$ cat src/rtl/demux_1x2_buffered_seq_pkg.sv
// Shared definitions for the 1-to-2 buffered distributor: destination masks and
// FIFO pointer sizing helper.
package demux_1x2_buffered_seq_pkg;

    localparam int unsigned NUM_BRANCHES = 2;

    // Destination mask: bit0 selects the low branch, bit1 the high branch.
    localparam logic [1:0] DST_NONE  = 2'b00;
    localparam logic [1:0] DST_LOW   = 2'b01;
    localparam logic [1:0] DST_HIGH  = 2'b10;
    localparam logic [1:0] DST_BCAST = 2'b11;

    function automatic int unsigned ptr_width(input int unsigned depth);
        return (depth > 1) ? $clog2(depth) : 1;
    endfunction

endpackage

$ cat src/rtl/demux_branch_fifo.sv
// First-word-fall-through register FIFO for one distributor branch; the head
// reads as zero while the FIFO is empty.
module demux_branch_fifo
    import demux_1x2_buffered_seq_pkg::*;
#(
    parameter int unsigned DATA_WIDTH = 32,
    parameter int unsigned FIFO_DEPTH = 2
) (
    input  logic                  clk,
    input  logic                  rst_n,
    input  logic                  push,
    input  logic [DATA_WIDTH-1:0] push_data,
    input  logic                  pop,
    output logic [DATA_WIDTH-1:0] head_data,
    output logic                  full,
    output logic                  empty
);

    localparam int unsigned PTR_W = ptr_width(FIFO_DEPTH);
    localparam int unsigned CNT_W = PTR_W + 1;

    logic [DATA_WIDTH-1:0] mem [FIFO_DEPTH];
    logic [PTR_W-1:0]      wr_ptr_q, rd_ptr_q;
    logic [CNT_W-1:0]      count_q, count_d;
    logic                  do_push, do_pop;

    assign full    = (count_q == CNT_W'(FIFO_DEPTH));
    assign empty   = (count_q == '0);
    // Guards keep the FIFO consistent even if a caller ignores full/empty.
    assign do_push = push & ~full;
    assign do_pop  = pop & ~empty;

    always_comb begin
        count_d = count_q;
        unique case ({do_push, do_pop})
            2'b10:   count_d = count_q + CNT_W'(1);
            2'b01:   count_d = count_q - CNT_W'(1);
            default: count_d = count_q;
        endcase
    end

    always_ff @(posedge clk or negedge rst_n) begin
        if (!rst_n) begin
            wr_ptr_q <= '0;
            rd_ptr_q <= '0;
            count_q  <= '0;
        end else begin
            if (do_push) begin
                wr_ptr_q <= wr_ptr_q + PTR_W'(1);
            end
            if (do_pop) begin
                rd_ptr_q <= rd_ptr_q + PTR_W'(1);
            end
            count_q <= count_d;
        end
    end

    // Storage needs no reset: the head is masked whenever the FIFO is empty.
    always_ff @(posedge clk) begin
        if (do_push) begin
            mem[wr_ptr_q] <= push_data;
        end
    end

    assign head_data = empty ? '0 : mem[rd_ptr_q];

endmodule

$ cat src/rtl/demux_1x2_buffered_seq.sv
// Registered 1-to-2 distributor: steers each accepted word to the low branch,
// the high branch, both or neither, each branch buffered by its own FIFO.
module demux_1x2_buffered_seq
    import demux_1x2_buffered_seq_pkg::*;
#(
    parameter int unsigned DATA_WIDTH    = 32,
    parameter int unsigned COMMAND_WIDTH = 2,
    parameter int unsigned FIFO_DEPTH    = 2
) (
    input  logic                            clk,
    input  logic                            rst_n,
    input  logic                            i_valid,
    input  logic [DATA_WIDTH-1:0]           i_data_bus,
    input  logic [COMMAND_WIDTH-1:0]        i_cmd,
    input  logic                            i_en,
    output logic                            o_ready,
    output logic [NUM_BRANCHES-1:0]         o_valid,
    output logic [NUM_BRANCHES*DATA_WIDTH-1:0] o_data_bus,
    input  logic [NUM_BRANCHES-1:0]         i_ready
);

    logic [NUM_BRANCHES-1:0] push, pop, full, empty;
    logic [DATA_WIDTH-1:0]   head [NUM_BRANCHES];
    logic                    accept;

    // Broadcast stays atomic because any full targeted branch blocks the word.
    // rst_n gating holds o_ready low for the whole reset window.
    assign o_ready = rst_n & i_en
                   & ~(i_cmd[0] & full[0])
                   & ~(i_cmd[1] & full[1]);
    assign accept  = i_valid & o_ready;

    assign push[0] = accept & ((i_cmd & DST_LOW)  != DST_NONE);
    assign push[1] = accept & ((i_cmd & DST_HIGH) != DST_NONE);

    for (genvar b = 0; b < NUM_BRANCHES; b++) begin : g_branch
        assign pop[b]     = ~empty[b] & i_ready[b];
        assign o_valid[b] = ~empty[b];
        assign o_data_bus[b*DATA_WIDTH +: DATA_WIDTH] = head[b];

        demux_branch_fifo #(
            .DATA_WIDTH (DATA_WIDTH),
            .FIFO_DEPTH (FIFO_DEPTH)
        ) u_fifo (
            .clk       (clk),
            .rst_n     (rst_n),
            .push      (push[b]),
            .push_data (i_data_bus),
            .pop       (pop[b]),
            .head_data (head[b]),
            .full      (full[b]),
            .empty     (empty[b])
        );
    end

endmodule
$ cat config.mk
export PLATFORM = sky130hd
export DESIGN_NAME = demux_1x2_buffered_seq
export DESIGN_NICKNAME = d
export VERILOG_FILES = /design/src/rtl/demux_1x2_buffered_seq_pkg.sv /design/src/rtl/demux_branch_fifo.sv /design/src/rtl/demux_1x2_buffered_seq.sv
export SDC_FILE = /design/constraint.sdc
export NUM_CORES = 1
export LEC_CHECK = 0
export ABC_AREA = 1
export BUFFER_PORTS_ARGS = -buffer_cell sky130_fd_sc_hd__buf_4
export CORE_MARGIN = 2
export CORE_UTILIZATION = 29
export CTS_CLUSTER_DIAMETER = 80
export DETAILED_ROUTE_END_ITERATION = 6
export PLACE_DENSITY = 0.5
export SYNTH_ARGS = -nofsm -noshare
export SYNTH_HDL_FRONTEND = slang
export SYNTH_HIERARCHICAL = 1
export SYNTH_SLANG_ARGS = --single-unit
$ cat constraint.sdc
create_clock -name clk -period 2.7 [get_ports clk]
set_clock_uncertainty 0.15 [all_clocks]
set_input_delay 0.405 -clock clk [delete_from_list [all_inputs] [get_ports clk]]
set_output_delay 0.405 -clock clk [all_outputs]
set_load 0.005 [all_outputs]
==> run summary <==
The flow ran to the end, and the final reports show no timing, DRC or antenna violations. The clock period could shrink to 2410 ps. Sequential elements use 76.2% of the synthesized area. For the global-route wire length before repair, the log shows 19100 µm. IR analysis of the VDD net gives a maximum drop of 0.000498 V.

The run gives 462 as the number of nets produced by synthesis. The worst-case hold path end point was g_branch[1].u_fifo/mem[0][6]. During synthesis, Yosys emitted a total of 6 warnings. The insertion delay to the later sink of the worst-skew pair is 410 ps. For this run, the post-layout net count is 582. The critical path goes through inv_2, nand2_1, a21oi_1, buf_4.

The maximum number of buffers from clock root to sink is 2. The congestion estimate from routability-driven global placement came to 0.718. The die is 139 µm wide.

The run gives 4 as the number of detailed-routing iterations run before antenna repair. Once layout is complete, the utilization of the core stands at 39.0%. The vertical extent of the die was 139 µm; the count of input and output buffers was 106. STA puts the critical path data required time at 2140 ps. The post-route netlist has 28.6% of its cells at a drive strength greater than 1. The number of antenna repair diodes was 0; the CTS H-tree depth was 4.

STA classifies the critical path startpoint as a flop. The worst stage delay on the critical path works out to 480 ps. 107 I/O pins were placed.

For this run, design rule violations remaining after detail routing come to 0. The worst setup path is captured at a primary output. The post-synth design cell area is 5310 µm², and the setup-violating endpoint count in the final report is 0.

Summed over all cells, the static leakage comes to 2.74 nW. The layout overhead on the synthesized area works out to 32.0%. Counting every sink on the clock net gives 136. Final count of hold timing violations: 0. Static timing analysis puts the maximum clock frequency at 415 MHz. Headroom to the max-slew limit came out at 57.0%.

The total congestion overflow after global routing is 0, and the number of antenna violations at the first check in global routing is 0. Global routing used 13.2% of the available tracks across all layers. Measured in cells, the most critical reg-to-reg path has a length of 11.

For the setup TNS, the log shows 0 ps. For this block, the routed nets add up to 12500 µm of wire. Number of global-route vias before repair: 3360. The vias after detailed routing is 3461, and the number of clock buffers inserted by TritonCTS is 17.

Setup repair after global routing left no endpoint under its margin. The run gives 0 as the setup fix buffers added after clock tree synthesis. The run gives 216 as the DRC marker count from the first detailed-route iteration. The die covers 19400 µm². Entering global routing, the biggest net connects 34 pins. Dividing total power by cell area gives a power density of 1040 nW/µm². The transition at the pin with the smallest max-transition slack is 644 ps, and the worst setup slack for register-to-register paths is 630 ps. The logs give 1850 ps for the data arrival time of the worst path and 0 for the number of pins with negative max-slew slack in the final report. The startpoint identified for the worst hold timing path is i_data_bus[6]. The core outline area came out at 18000 µm². Synthesis inferred 136 register bits. The largest fanout of any net on the critical path was 33; the reported max-cap violation count was 0. Origin of the critical flop-to-flop path: g_branch[0].u_fifo/count_q[1].

TritonCTS built the clock tree. The count of cell types in the netlist was 19. Via density per instance: 4.43.

Dividing the final minimum period by the clock period gives 89.3%. Among all stages on the critical path, the largest delay is contributed by sky130_fd_sc_hd__inv_2. For the remaining antenna violation count, the log shows 0. In the synthesized netlist, the number of instances is 420.

Clock-pin slew was measured on the worst setup and hold paths at 50 ps. The critical path is of the reg2out type. The initial utilization of the core area, before any placement, comes to 29.6%.

The initialized floorplan defines 49 standard-cell rows. In this run the worst hold path is classified as in2reg. The endpoint identified for the worst register-to-register timing path is g_branch[0].u_fifo/count_q[1].

Once detailed placement completed, the half-perimeter wirelength came to 8400 µm. In this run the clock root is driven by a sky130_fd_sc_hd__clkbuf_16. In the final routed layout, each cell accounts on average for 15.9 µm.

Dividing the synthesized area by the synthesized cell count gives 12.6 µm². The instance count along the most critical hold path is 1.
## area by class of cell
cell class	count	area, µm²
Inverter	25	93.8
Clock buffer	17	425
Timing Repair Buffer	121	911
Sequential cell	136	4040
Clock inverter	14	183
Multi-Input combinational cell	239	1070
Fill cell	1722	11000
Tap cell	229	287
## flip-flops by register name (all words and copies together) (netlist names)
register and count:
g_branch.u_fifo/rd_ptr_q 2, g_branch.u_fifo/wr_ptr_q 2, g_branch.u_fifo/count_q 4, g_branch.u_fifo/mem 128
## layer usage
layer | share of wire, % | wire, µm | global-route usage (%)
met2 | 47 | 5890 | 20.2
met5 | 0 | 0 | 0
met1 | 47 | 5800 | 17.5
met4 | 1.3 | 168 | 5.37
met3 | 4.7 | 588 | 4.13
## power breakdown
group / leakage (nW) / internal, mW / switching [mW]
sequential: 1.25 / 2.45 / 0.0800
combinational: 1.20 / 1.03 / 1.36
clock: 0.290 / 1.53 / 0.839
## cell usage in the layout, fill, tap and decap left out
cell / count
sky130_fd_sc_hd__nand3_1: 4
sky130_fd_sc_hd__dfrtp_1: 8
sky130_fd_sc_hd__clkinvlp_4: 3
sky130_fd_sc_hd__and3_1: 1
sky130_fd_sc_hd__xnor2_1: 2
sky130_fd_sc_hd__buf_4: 120
sky130_fd_sc_hd__nand2_2: 2
sky130_fd_sc_hd__clkinv_1: 5
sky130_fd_sc_hd__nor2_1: 8
sky130_fd_sc_hd__inv_1: 20
sky130_fd_sc_hd__nor2_4: 4
sky130_fd_sc_hd__nand2_1: 145
sky130_fd_sc_hd__o21ai_0: 4
sky130_fd_sc_hd__nand4_1: 2
sky130_fd_sc_hd__edfxtp_1: 128
sky130_fd_sc_hd__nand4_2: 1
sky130_fd_sc_hd__inv_2: 2
sky130_fd_sc_hd__a21oi_1: 64
sky130_fd_sc_hd__clkinv_2: 3
sky130_fd_sc_hd__ha_1: 2
sky130_fd_sc_hd__bufinv_16: 4
sky130_fd_sc_hd__clkbuf_16: 17
sky130_fd_sc_hd__dlygate4sd3_1: 1
sky130_fd_sc_hd__clkinv_4: 2
## worst max-delay path: cells and delay by family (launching register included)
kind	cells	cell delay, ps
buf+inv	2	650
flops	1	380
compound gates	1	280
simple gates	1	120
## synthesized netlist by cell type
cell / instances / area [µm²]
sky130_fd_sc_hd__inv_2: 2 / 7.51
sky130_fd_sc_hd__a21oi_1: 64 / 320
sky130_fd_sc_hd__edfxtp_1: 128 / 3840
sky130_fd_sc_hd__nand3_1: 4 / 20.0
sky130_fd_sc_hd__and3_1: 1 / 6.26
sky130_fd_sc_hd__o21ai_0: 4 / 20.0
sky130_fd_sc_hd__ha_1: 2 / 25.0
sky130_fd_sc_hd__clkinv_1: 1 / 3.75
sky130_fd_sc_hd__buf_2: 8 / 40.0
sky130_fd_sc_hd__xnor2_1: 2 / 17.5
sky130_fd_sc_hd__buf_4: 12 / 90.1
sky130_fd_sc_hd__inv_1: 22 / 82.6
sky130_fd_sc_hd__nand2_1: 145 / 544
sky130_fd_sc_hd__nor2_1: 10 / 37.5
sky130_fd_sc_hd__nand2_2: 2 / 12.5
sky130_fd_sc_hd__dfrtp_1: 8 / 200
sky130_fd_sc_hd__nand4_1: 2 / 12.5
sky130_fd_sc_hd__nand4_2: 1 / 12.5
sky130_fd_sc_hd__nor2_2: 2 / 12.5
## how the worst max path moves through the flow
stage | end | startpoint | slack, ps
2_1_floorplan | g_branch[0].u_fifo/mem[1][0] | g_branch[0].u_fifo/count_q[1] | 320
4_1_cts | o_data_bus[28] | g_branch[0].u_fifo/rd_ptr_q | 270
6_report | o_data_bus[28] | g_branch[0].u_fifo/rd_ptr_q | 290
5_1_grt | o_data_bus[28] | g_branch[0].u_fifo/rd_ptr_q | 200
3_5_place_dp | g_branch[0].u_fifo/count_q[1] | rst_n | 600
3_3_place_gp | g_branch[1].u_fifo/mem[1][7] | rst_n | 650
## kinds of logic (layout without fill, tap and decap cells)
| logic type | Yosys count | count (layout) | synth area share [%] |
|---|---|---|---|
| adders and majority gates | 2 | 2 | 0.471 |
| xor gates and xnor gates | 2 | 2 | 0.330 |
| DFF | 136 | 136 | 76.2 |
| buffers and inverters | 45 | 177 | 4.22 |
| and+or+nand+nor | 167 | 167 | 12.4 |
| AOI/OAI and AO/OA | 68 | 68 | 6.41 |
## stage by stage
step / worst slack [ps] / total power, mW / cell area, µm² / hold slack, ps / cells
detailed placement: 602 / 5.02 / 6390 / 83.5 / 749
finish: 290 / 7.28 / 7010 / 46.3 / 781
CTS: 268 / 7.41 / 7010 / 23.1 / 781
floorplan: 322 / 3.78 / 5310 / -40.6 / 420
global placement: 649 / 5.00 / 6390 / 85.5 / 749
global route: 200 / 7.72 / 7010 / 22.5 / 781
## repair_timing
action | in CTS | in global routing
endpoints found under the hold margin | 8 | 0
gates resized for setup | 0 | 0
hold buffers | 1 | 0
Note: power is estimated with default switching activity, not from simulation.
